==> config.mk <==
export PLATFORM = sky130hd
export DESIGN_NAME = hazard_unit
export DESIGN_NICKNAME = d
export VERILOG_FILES = /design/src/rtl/hazard_unit.sv
export SDC_FILE = /design/constraint.sdc
export NUM_CORES = 1
export LEC_CHECK = 0
export ABC_CLOCK_PERIOD_IN_PS = 3720
export CORE_UTILIZATION = 37
export CTS_CLUSTER_SIZE = 10
export DETAILED_ROUTE_END_ITERATION = 10
export GPL_ROUTABILITY_DRIVEN = 0
export PLACE_DENSITY = 0.85
export SLEW_MARGIN = 20
export SYNTH_ARGS = -nofsm -noshare
export SYNTH_HDL_FRONTEND = slang
export SYNTH_SLANG_ARGS = --single-unit
==> constraint.sdc <==
create_clock -name clk -period 3.72 [get_ports clk]
set_input_delay 0.372 -clock clk [delete_from_list [all_inputs] [get_ports clk]]
set_output_delay 0.372 -clock clk [all_outputs]
set_load 0.02 [all_outputs]
==> src/rtl/hazard_unit.sv <==
// Pipeline hazard unit: load-use/branch interlocks, data-memory wait freeze with timeout.
// Optional stall-cycle performance counter enabled by defining HAZARD_PERF_EN.
module hazard_unit #(
    parameter int unsigned REG_AW  = 5,
    parameter int unsigned MEM_TMO = 255,
    parameter int unsigned TMO_W   = 8,
    parameter int unsigned CNT_W   = 32
) (
    input  logic              clk,
    input  logic              rst_n,
    input  logic [REG_AW-1:0] if_id_rs1,
    input  logic [REG_AW-1:0] if_id_rs2,
    input  logic              if_id_use_rs1,
    input  logic              if_id_use_rs2,
    input  logic              if_id_branch,
    input  logic              br_taken,
    input  logic [REG_AW-1:0] id_ex_rd,
    input  logic              id_ex_regwrite,
    input  logic              id_ex_memread,
    input  logic [REG_AW-1:0] ex_mem_rd,
    input  logic              ex_mem_memread,
    input  logic              ex_mem_memwrite,
    input  logic              mem_ready,
    output logic              stall_if,
    output logic              stall_id,
    output logic              bubble_ex,
    output logic              freeze,
    output logic              flush_id,
    output logic              mem_err,
    output logic [CNT_W-1:0]  stall_cnt
);

    typedef enum logic {RUN, MEM_WAIT} state_t;

    state_t           state;
    logic [TMO_W-1:0] tmo_cnt;
    logic             m_ex;
    logic             m_mem;
    logic             hazard;
    logic             mem_op;
    logic             tmo_hit;
    logic             freeze_c;
    logic             mem_err_c;
    logic             stall_c;

    // Source-operand matches against in-flight destinations; x0 never matches.
    always_comb begin
        m_ex  = (id_ex_rd != '0) &
                (((if_id_rs1 == id_ex_rd) & if_id_use_rs1) |
                 ((if_id_rs2 == id_ex_rd) & if_id_use_rs2));
        m_mem = (ex_mem_rd != '0) &
                (((if_id_rs1 == ex_mem_rd) & if_id_use_rs1) |
                 ((if_id_rs2 == ex_mem_rd) & if_id_use_rs2));
        hazard = (m_ex & id_ex_memread) |
                 (if_id_branch & ((m_ex & id_ex_regwrite) | (m_mem & ex_mem_memread)));
    end

    // Freeze/timeout decode from FSM state and the live memory handshake.
    always_comb begin
        freeze_c  = 1'b0;
        mem_err_c = 1'b0;
        mem_op    = ex_mem_memread | ex_mem_memwrite;
        tmo_hit   = (tmo_cnt == TMO_W'(MEM_TMO));
        case (state)
            RUN: begin
                freeze_c = mem_op & ~mem_ready;
            end
            MEM_WAIT: begin
                freeze_c  = ~mem_ready & ~tmo_hit;
                mem_err_c = ~mem_ready & tmo_hit;
            end
            default: begin
                freeze_c  = 1'b0;
                mem_err_c = 1'b0;
            end
        endcase
    end

    always_ff @(posedge clk) begin
        if (!rst_n) begin
            state   <= RUN;
            tmo_cnt <= '0;
        end else begin
            case (state)
                RUN: begin
                    if (mem_op && !mem_ready) begin
                        state   <= MEM_WAIT;
                        tmo_cnt <= '0;
                    end
                end
                MEM_WAIT: begin
                    if (mem_ready || tmo_hit) begin
                        state <= RUN;
                    end else begin
                        tmo_cnt <= tmo_cnt + TMO_W'(1);
                    end
                end
                default: begin
                    state   <= RUN;
                    tmo_cnt <= '0;
                end
            endcase
        end
    end

    // Freeze dominates: stages hold, no bubble, no flush; everything low in reset.
    always_comb begin
        stall_c   = freeze_c | hazard;
        stall_if  = rst_n & stall_c;
        stall_id  = rst_n & stall_c;
        bubble_ex = rst_n & ~freeze_c & hazard;
        freeze    = rst_n & freeze_c;
        flush_id  = rst_n & br_taken & ~stall_c;
        mem_err   = rst_n & mem_err_c;
    end

`ifdef HAZARD_PERF_EN
    logic [CNT_W-1:0] cnt_q;

    // Saturating count of cycles with the front end held.
    always_ff @(posedge clk) begin
        if (!rst_n) begin
            cnt_q <= '0;
        end else if (stall_c && (cnt_q != '1)) begin
            cnt_q <= cnt_q + CNT_W'(1);
        end
    end

    assign stall_cnt = rst_n ? cnt_q : '0;
`else
    assign stall_cnt = '0;
`endif

endmodule

==> reports/qor.csv, run 1 <==
stage,metric,value,unit
finish,synth-to-layout area growth,30.1,%
sta,"Hold Vio Cnt, Final",0,
die,CORE AREA,2480,µm²
die,Initial Util,0.393,
worst_setup_path,critical path type,input pin to output port,
sta,count of final max-slew check failures,0,
grt,antenna violations before repair,0,
finish,share of layout cells above drive strength 1,0.0316,
cts,Resized cells post-CTS,0,
status,status,"complete, no violations",
sta,Hold WS,521,ps
worst_setup_path,CP Launch Type,input pin,
worst_setup_path,critical path cell sequence,"clkdlybuf4s50_1, or3_1, o311a_1, a22oi_2, and3_1, clkdlybuf4s50_1",
grt,vias in the first global route,837,
cts,clock-pin slew on the worst setup and hold paths,60,ps
route,vias per cell,4.57,
worst_setup_path,Crit path required time,3350,ps
place,port bufs,36,
yosys,number of library cell types mapped by synthesis,28,
yosys,Syn Inst Count,120,
finish,number of fill cells in the layout,241,
route,drt drc,0,
grt,total track usage,0.161,
sta,Max-Slew Margin vs Limit,0.532,
route,DRT Pass-1 Iters,3,
sta,Worst Skew,7.25,ps
route,Final ANT Viol Nets,0,
die,Die ar.,2840,µm²
sta,min Tclk post-route,2900,ps
cts,CTS Buf Count,3,
min_path,worst hold path type,flop to flop,
route,via count,860,
route,WL/cell,11.1,µm
pwr,Static Leak,0.497,nW
finish,"commonest cells after routing, fill and taps aside","clkdlybuf4s50_1, conb_1, xnor2_1",
die,row count,18,
sta,RSZ-0062 raised after global routing,false,
worst_setup_path,Worst Path Buf+Inv,2,
grt,largest net degree at the start of global routing,8,
grt,global route overflow,0,
finish,diodes inserted,0,
worst_setup_path,"delay-heaviest family, CP",buffers and inverters,
cts,Clock Tree Buf Depth,2,
grt,first-pass GRT wire length,3260,µm
sta,max frequency,0.345,GHz
pwr,Peak VDD IR,0.115,mV
sta,fin crit share,0.778,
yosys,Synth Cell Area,973,µm²
worst_setup_path,CP most frequent cell,clkdlybuf4s50_1,
die,Top Ports,69,
yosys,#FFs+latches synth,9,
sta,final setup TNS,0,ps
finish,"commonest non-fill, non-tap cell in the layout",clkdlybuf4s50_1,
yosys,fraction of registers with async set/reset,0,
worst_setup_path,FF-to-FF setup slack,2160,ps
cts,Worst-Skew Late Latency,270,ps
die,Die Height,53.3,µm
sta,slew at the pin with the worst max-slew slack,697,ps
yosys,yosys warns,0,
cts,# clock sinks,9,
cts,Root Driver,clkbuf_4,
worst_setup_path,slowest CP cell,clkdlybuf4s50_1,
worst_setup_path,"Largest stage delay, worst path",590,ps
worst_setup_path,critical path data arrival time,2520,ps
yosys,ys flop type,dfxtp_1,
cts,hold buffers post-CTS,0,
die,DIE WIDTH,53.3,µm
cts,H-tree depth,1,
yosys,Post-synth EDFFs,0,
finish,# nets final,191,
yosys,post-synthesis sequential area ratio,0.185,
place,hpwl dp,1870,µm
worst_setup_path,crit path capture type,output port,
route,total routed wirelength,2100,µm
pwr,PD cells,232,nW/µm²
worst_setup_path,CP max FO,3,
job,max-cap viol count,0,
sta,Final setup viols,0,
cts,"Setup Fix Bufs, Post-CTS",0,
route,DRT iter0 DRCs,9,
yosys,Syn Area/Cell,8.11,µm²
cts,CTS tree,done,
-- path summary, 6_finish.rpt --
check,from,end,depth (start not counted)
max,ex_mem_rd[0],flush_id,6
min,tmo_cnt[1],tmo_cnt[1],1
max reg2reg,tmo_cnt[0],tmo_cnt[0],5
min reg2reg,tmo_cnt[1],tmo_cnt[1],1
-- where the power goes --
group	internal, W	switching [W]	leakage [nW]
Combinational	0.0000536	0.0000648	0.409
Sequential	0.0000975	0.000000941	0.0728
Clock	0.0000414	0.0000357	0.0150
-- routing by layer --
metal  GRT usage  routed length (µm)  vias up
met3      0.0345                 150        8
li1            -                   -      421
met2       0.315                1150       47
met1       0.136                 709      384
met5           0                   0        -
met4       0.127                  85        0
-- sequential cells by signal, summed over array words and instances (netlist names) --
name / flops
state: 1
tmo_cnt: 8
-- worst register-to-register path, stage by stage, from the launching register on --
cell	delay [ps]
dfxtp_1	350
ha_1	220
nand4_1	150
or2_1	250
and4_1	220
mux2_2	250
-- layout make-up --
class                   instances  area (µm²)  area share
multi-input cells             108         658       0.520
repair buffers                 36         360       0.285
flip-flops and latches          9         180       0.142
well taps                      30        37.5      0.0296
clock buffers                   4        26.3      0.0208
inverters                       1        3.75     0.00296
-- cells by family (layout without fill, tap and decap cells) --
family	after synthesis	count (layout)	synth area share
simple gates	37	37	0.206
buf+inv	34	41	0.258
flops	9	9	0.185
other cells	1	32	0.00385
mux	1	1	0.0116
fa+ha+maj	1	1	0.0129
xor+xnor	26	26	0.234
compound gates	11	11	0.0887
-- cells in the mapped netlist, types with 2 or more instances --
| cell type | n | area share |
|---|---|---|
| a21oi_1 | 2 | 0.010 |
| and2_1 | 3 | 0.019 |
| and3_1 | 3 | 0.019 |
| buf_4 | 33 | 0.25 |
| dfxtp_1 | 9 | 0.19 |
| nand2_1 | 6 | 0.023 |
| nand4_1 | 9 | 0.058 |
| nor2_1 | 8 | 0.031 |
| nor3b_1 | 2 | 0.015 |
| o22ai_1 | 2 | 0.013 |
| or3_1 | 2 | 0.013 |
| xnor2_1 | 21 | 0.19 |
| xor2_1 | 5 | 0.045 |
-- per-stage QoR --
stage | worst slack, ps | power, W | instance area, µm² | util | instances
floorplan | 1620 | 0.000192 | 1090 | - | 151
global placement | 873 | 0.000215 | 1240 | 0.501 | 184
detailed placement | 818 | 0.000218 | 1240 | 0.501 | 184
CTS | 814 | 0.000296 | 1270 | 0.511 | 188
global route | 722 | 0.000309 | 1270 | 0.511 | 188
finish | 824 | 0.000294 | 1270 | 0.511 | 188
No activity file was read; power rests on OpenSTA's default activity.
==> run 2: changes to the inputs <==
--- a/config.mk
+++ b/config.mk
@@ -5,12 +5,12 @@
 export SDC_FILE = /design/constraint.sdc
 export NUM_CORES = 1
 export LEC_CHECK = 0
-export ABC_CLOCK_PERIOD_IN_PS = 3720
-export CORE_UTILIZATION = 37
+export ABC_CLOCK_PERIOD_IN_PS = 2400
+export CORE_UTILIZATION = 31
 export CTS_CLUSTER_SIZE = 10
 export DETAILED_ROUTE_END_ITERATION = 10
 export GPL_ROUTABILITY_DRIVEN = 0
-export PLACE_DENSITY = 0.85
+export PLACE_DENSITY = 0.76
 export SLEW_MARGIN = 20
 export SYNTH_ARGS = -nofsm -noshare
 export SYNTH_HDL_FRONTEND = slang
==> constraint.sdc (replaced) <==
create_clock -name clk -period 2.4 [get_ports clk]
set_input_delay 0.24 -clock clk [delete_from_list [all_inputs] [get_ports clk]]
set_output_delay 0.24 -clock clk [all_outputs]
set_load 0.02 [all_outputs]
==> reports/qor.csv, run 2 (synthesis results as in run 1) <==
stage,metric,value,unit
status,status,"complete, no violations",
sta,slew at the pin with the worst max-slew slack,731,ps
grt,vias in the first global route,748,
cts,clock-pin slew on the worst setup and hold paths,60,ps
finish,diodes inserted,0,
finish,synth-to-layout area growth,36.5,%
finish,# nets final,201,
route,DRT iter0 DRCs,12,
finish,Final Instance Area,1330,µm²
finish,number of fill cells in the layout,290,
pwr,net switching power figure,0.000159,W
place,hpwl dp,1750,µm
worst_setup_path,R2R cell count,7,
worst_setup_path,Crit path required time,2160,ps
route,Final ANT Viol Nets,0,
grt,largest net degree at the start of global routing,8,
job,max-cap viol count,0,
pwr,sw frac,0.342,
sta,max frequency,0.451,GHz
grt,global route overflow,0,
sta,count of final max-slew check failures,0,
cts,hold buffers post-CTS,0,
worst_setup_path,slowest CP cell,clkdlybuf4s50_1,
worst_setup_path,critical path type,input pin to output port,
cts,Root Driver,clkbuf_4,
sta,Max-Slew Margin vs Limit,0.509,
place,pre-CTS setup slack,-226,ps
place,port bufs,36,
pwr,Peak VDD IR,0.178,mV
sta,"Hold Vio Cnt, Final",0,
pwr,PD cells,350,nW/µm²
pwr,Static Leak,0.571,nW
worst_setup_path,Reg-to-Reg End,tmo_cnt[5],
die,Top Ports,69,
place,Inst Count DP,195,
route,WL/cell,10.2,µm
cts,Worst-Skew Late Latency,260,ps
worst_setup_path,FF-to-FF setup slack,820,ps
worst_setup_path,CP endpoint,bubble_ex,
worst_setup_path,CP max FO,3,
cts,Clock Tree Buf Depth,2,
die,Die Height,58.0,µm
grt,antenna violations before repair,0,
finish,max FFs per register,8,
pwr,Gate power share,0.410,
cts,CTS Buf Count,3,
pwr,internal power,0.000306,W
route,drt drc,0,
die,row count,19,
die,Die ar.,3370,µm²
route,vias per cell,4.34,
cts,"Setup Fix Bufs, Post-CTS",0,
grt,total track usage,0.124,
die,DIE WIDTH,58.0,µm
finish,post-route insts no fill,199,
worst_setup_path,launching point of the worst reg2reg path,tmo_cnt[0],
route,total routed wirelength,2020,µm
cts,CTS tree,done,
worst_setup_path,"Largest stage delay, worst path",460,ps
sta,Final setup viols,0,
sta,final worst slack,183,ps
worst_setup_path,critical path cell sequence,"clkdlybuf4s50_1, or3_1, o311a_1, a22oi_2, nor2b_1, dlygate4sd2_1",
cts,# clock sinks,9,
sta,Worst Skew,1.23,ps
sta,RSZ-0062 raised after global routing,false,
pwr,sequential fraction of design power,0.328,
route,DRT Pass-1 Iters,6,
worst_setup_path,crit path from,ex_mem_rd[1],
finish,"commonest cells after routing, fill and taps aside","conb_1, clkdlybuf4s50_1, xnor2_1",
die,CORE AREA,2850,µm²
worst_setup_path,CP Launch Type,input pin,
min_path,worst hold path type,flop to flop,
worst_setup_path,crit path capture type,output port,
finish,share of layout cells above drive strength 1,0.107,
pwr,Clock Power Share,0.262,
finish,"commonest non-fill, non-tap cell in the layout",conb_1,
place,Area after DPL,1320,µm²
cts,H-tree depth,1,
sta,min Tclk post-route,2220,ps
route,via count,863,
finish,biggest regs,"tmo_cnt: 8 flops, state: 1 flops",
finish,Reg with most FFs,tmo_cnt,
grt,first-pass GRT wire length,3150,µm
die,Initial Util,0.341,
worst_setup_path,critical path data arrival time,1980,ps
sta,fin crit share,0.924,
run 2: changes by cell type in the layout (fill, tap and decap cells not counted):
cell             previous run  this run
buf_4                       0        10
clkbuf_2                    0         3
clkdlybuf4s50_1            36        31
dlygate4sd2_1               0         1
dlymetal6s2s_1              0         1
run 2: through the flow:
stage	util	hold WS [ps]	setup TNS [ps]	power (W)
2_1_floorplan	-	362	0	0.000298
3_3_place_gp	0.461	486	-443	0.000349
3_5_place_dp	0.461	495	-580	0.000349
4_1_cts	0.469	510	0	0.000471
5_1_grt	0.466	543	0	0.000493
6_report	0.466	506	0	0.000466
run 2: worst min-delay path by stage:
stage                          start  cells past startpoint          to
after global placement    tmo_cnt[1]                      1  tmo_cnt[1]
final                     tmo_cnt[1]                      1  tmo_cnt[1]
after floorplan                rst_n                      1       state
after CTS                 tmo_cnt[1]                      1  tmo_cnt[1]
after detailed placement  tmo_cnt[1]                      1  tmo_cnt[1]
after global routing      tmo_cnt[1]                      1  tmo_cnt[1]
run 2: metal layers:
| metal | wire [µm] | global-route usage | vias up |
|---|---|---|---|
| met3 | 144 | 0.0469 | 0 |
| met1 | 817 | 0.134 | 381 |
| li1 | - | - | 438 |
| met2 | 1060 | 0.230 | 44 |
| met5 | 0 | 0 | - |
| met4 | 0 | 0.0204 | 0 |
run 2: area by class of cell:
cell class	count	area [µm²]	area share
Tap cell	31	38.8	0.0292
Timing Repair Buffer	46	422	0.317
Sequential cell	9	180	0.136
Clock buffer	4	26.3	0.0198
Inverter	1	3.75	0.00282
Multi-Input combinational cell	108	658	0.495
run 2: critical path: cells and delay by family:
family          cells  cell delay [ps]
buf+inv             2              780
compound gates      2              510
simple gates        2              440
run 2: timing repair:
action                     CTS  global route
setup endpoints to repair    4             4
gates resized for setup      4             9
gates cloned                 0             0
run 2: power by group through the flow:
stage / clock network (W) / registers [W] / logic [W]
after floorplan: 0 / 0.000156 / 0.000142
after global placement: 0 / 0.000156 / 0.000193
after detailed placement: 0 / 0.000156 / 0.000194
after CTS: 0.000127 / 0.000152 / 0.000192
after global routing: 0.000133 / 0.000153 / 0.000207
final: 0.000122 / 0.000153 / 0.000191
==> run 3: changes to the inputs <==
--- a/config.mk
+++ b/config.mk
@@ -11,7 +11,7 @@
 export DETAILED_ROUTE_END_ITERATION = 10
 export GPL_ROUTABILITY_DRIVEN = 0
 export PLACE_DENSITY = 0.76
-export SLEW_MARGIN = 20
+export SKIP_LAST_GASP = 1
 export SYNTH_ARGS = -nofsm -noshare
 export SYNTH_HDL_FRONTEND = slang
 export SYNTH_SLANG_ARGS = --single-unit
==> reports/qor.csv, run 3 (synthesis results as in run 1) <==
stage,metric,value,unit
status,status,"complete, no violations",
sta,Max-Slew Margin vs Limit,0.509,
sta,final setup TNS,0,ps
worst_setup_path,critical path type,input pin to output port,
grt,global route overflow,0,
route,DRT Pass-1 Iters,6,
cts,CTS tree,done,
job,max-cap viol count,0,
finish,"commonest non-fill, non-tap cell in the layout",conb_1,
pwr,PD cells,350,nW/µm²
finish,post-route insts no fill,199,
sta,slew at the pin with the worst max-slew slack,731,ps
grt,largest net degree at the start of global routing,8,
grt,total track usage,0.124,
die,Top Ports,69,
sta,Final setup viols,0,
route,Top Layer Used,met3,
finish,diodes inserted,0,
route,vias per cell,4.33,
worst_setup_path,Crit path required time,2160,ps
worst_setup_path,launching point of the worst reg2reg path,tmo_cnt[0],
route,metal3 WL,143,µm
finish,max FFs per register,8,
worst_setup_path,crit path from,ex_mem_rd[1],
cts,# clock sinks,9,
cts,hold buffers post-CTS,0,
cts,H-tree depth,1,
sta,Worst Skew,1.25,ps
sta,"Hold Vio Cnt, Final",0,
route,total routed wirelength,2020,µm
cts,"Setup Fix Bufs, Post-CTS",0,
route,DRT iter0 DRCs,12,
finish,Reg with most FFs,tmo_cnt,
route,drt drc,0,
sta,min Tclk post-route,2300,ps
finish,synth-to-layout area growth,36.9,%
die,CORE AREA,2850,µm²
finish,share of layout cells above drive strength 1,0.101,
sta,RSZ-0062 raised after global routing,true,
route,via count,862,
pwr,Static Leak,0.574,nW
cts,Clock Tree Buf Depth,2,
pwr,Peak VDD IR,0.179,mV
grt,vias in the first global route,748,
sta,fin crit share,0.959,
die,Die Height,58.0,µm
route,WL/cell,10.2,µm
pwr,Power Total,0.000466,W
place,port bufs,36,
worst_setup_path,FF-to-FF setup slack,830,ps
grt,antenna violations before repair,0,
sta,Hold WS,506,ps
cts,Root Driver,clkbuf_4,
cts,clock-pin slew on the worst setup and hold paths,60,ps
cts,CTS Buf Count,3,
route,Detail Route met2 WL,1060,µm
min_path,hold_sp,tmo_cnt[1],
finish,"commonest cells after routing, fill and taps aside","conb_1, clkdlybuf4s50_1, xnor2_1",
die,DIE WIDTH,58.0,µm
place,Inst Count DP,195,
route,metal1 wirelength,819,µm
worst_setup_path,crit path capture type,output port,
die,row count,19,
die,Die ar.,3370,µm²
worst_setup_path,CP max FO,3,
sta,max frequency,0.434,GHz
grt,first-pass GRT wire length,3150,µm
worst_setup_path,CP Launch Type,input pin,
sta,count of final max-slew check failures,0,
cts,Resized cells post-CTS,4,
finish,biggest regs,"tmo_cnt: 8 flops, state: 1 flops",
worst_setup_path,critical path data arrival time,2060,ps
cts,Worst-Skew Late Latency,260,ps
place,hpwl dp,1750,µm
die,Initial Util,0.341,
route,Final ANT Viol Nets,0,
finish,# nets final,201,
min_path,worst hold path type,flop to flop,
finish,number of fill cells in the layout,288,
run 3: cell types whose count changed in the layout (fill, tap and decap cells not counted):
| cell | delta |
|---|---|
| clkbuf_2 | -1 |
| dlygate4sd1_1 | +1 |
run 3: through the flow:
step | instance area, µm² | utilization | worst slack, ps
finish | 1330 | 0.467 | 98.5
global route | 1330 | 0.467 | -40.3
CTS | 1340 | 0.469 | 46.7
detailed placement | 1320 | 0.461 | -226
global placement | 1320 | 0.461 | -177
floorplan | 1090 | - | 566
run 3: final cells by class:
class,count,area (µm²),share of cell area
tap,31,38.8,0.0291
inverter,1,3.75,0.00282
timing repair buffer,46,425,0.319
sequential,9,180,0.135
multi-input combinational,108,658,0.494
clock buffer,4,26.3,0.0197
run 3: worst paths after layout:
kind | endpoint | depth (start not counted)
worst min register to register | tmo_cnt[1] | 1
worst max-delay path | stall_if | 6
worst min-delay path | tmo_cnt[1] | 1
worst max register to register | tmo_cnt[5] | 7
run 3: where the power goes:
part	leakage [nW]	internal, W	total (W)	switching (W)
sequential	0.0728	0.000151	0.000153	0.00000151
combinational	0.487	0.0000913	0.000191	0.000100
clock	0.0150	0.0000643	0.000122	0.0000579
total	0.574	0.000307	0.000466	0.000159
run 3: worst max-delay path, cell delays in order:
cell and delay, ps:
clkdlybuf4s50_1 460, or3_1 380, o311a_1 310, a22oi_2 200, a21boi_0 140, dlygate4sd1_1 320
run 3: metal layers:
layer	track usage	vias up
li1	-	438
met1	0.134	380
met2	0.230	44
met3	0.0469	0
met4	0.0204	0
met5	0	-
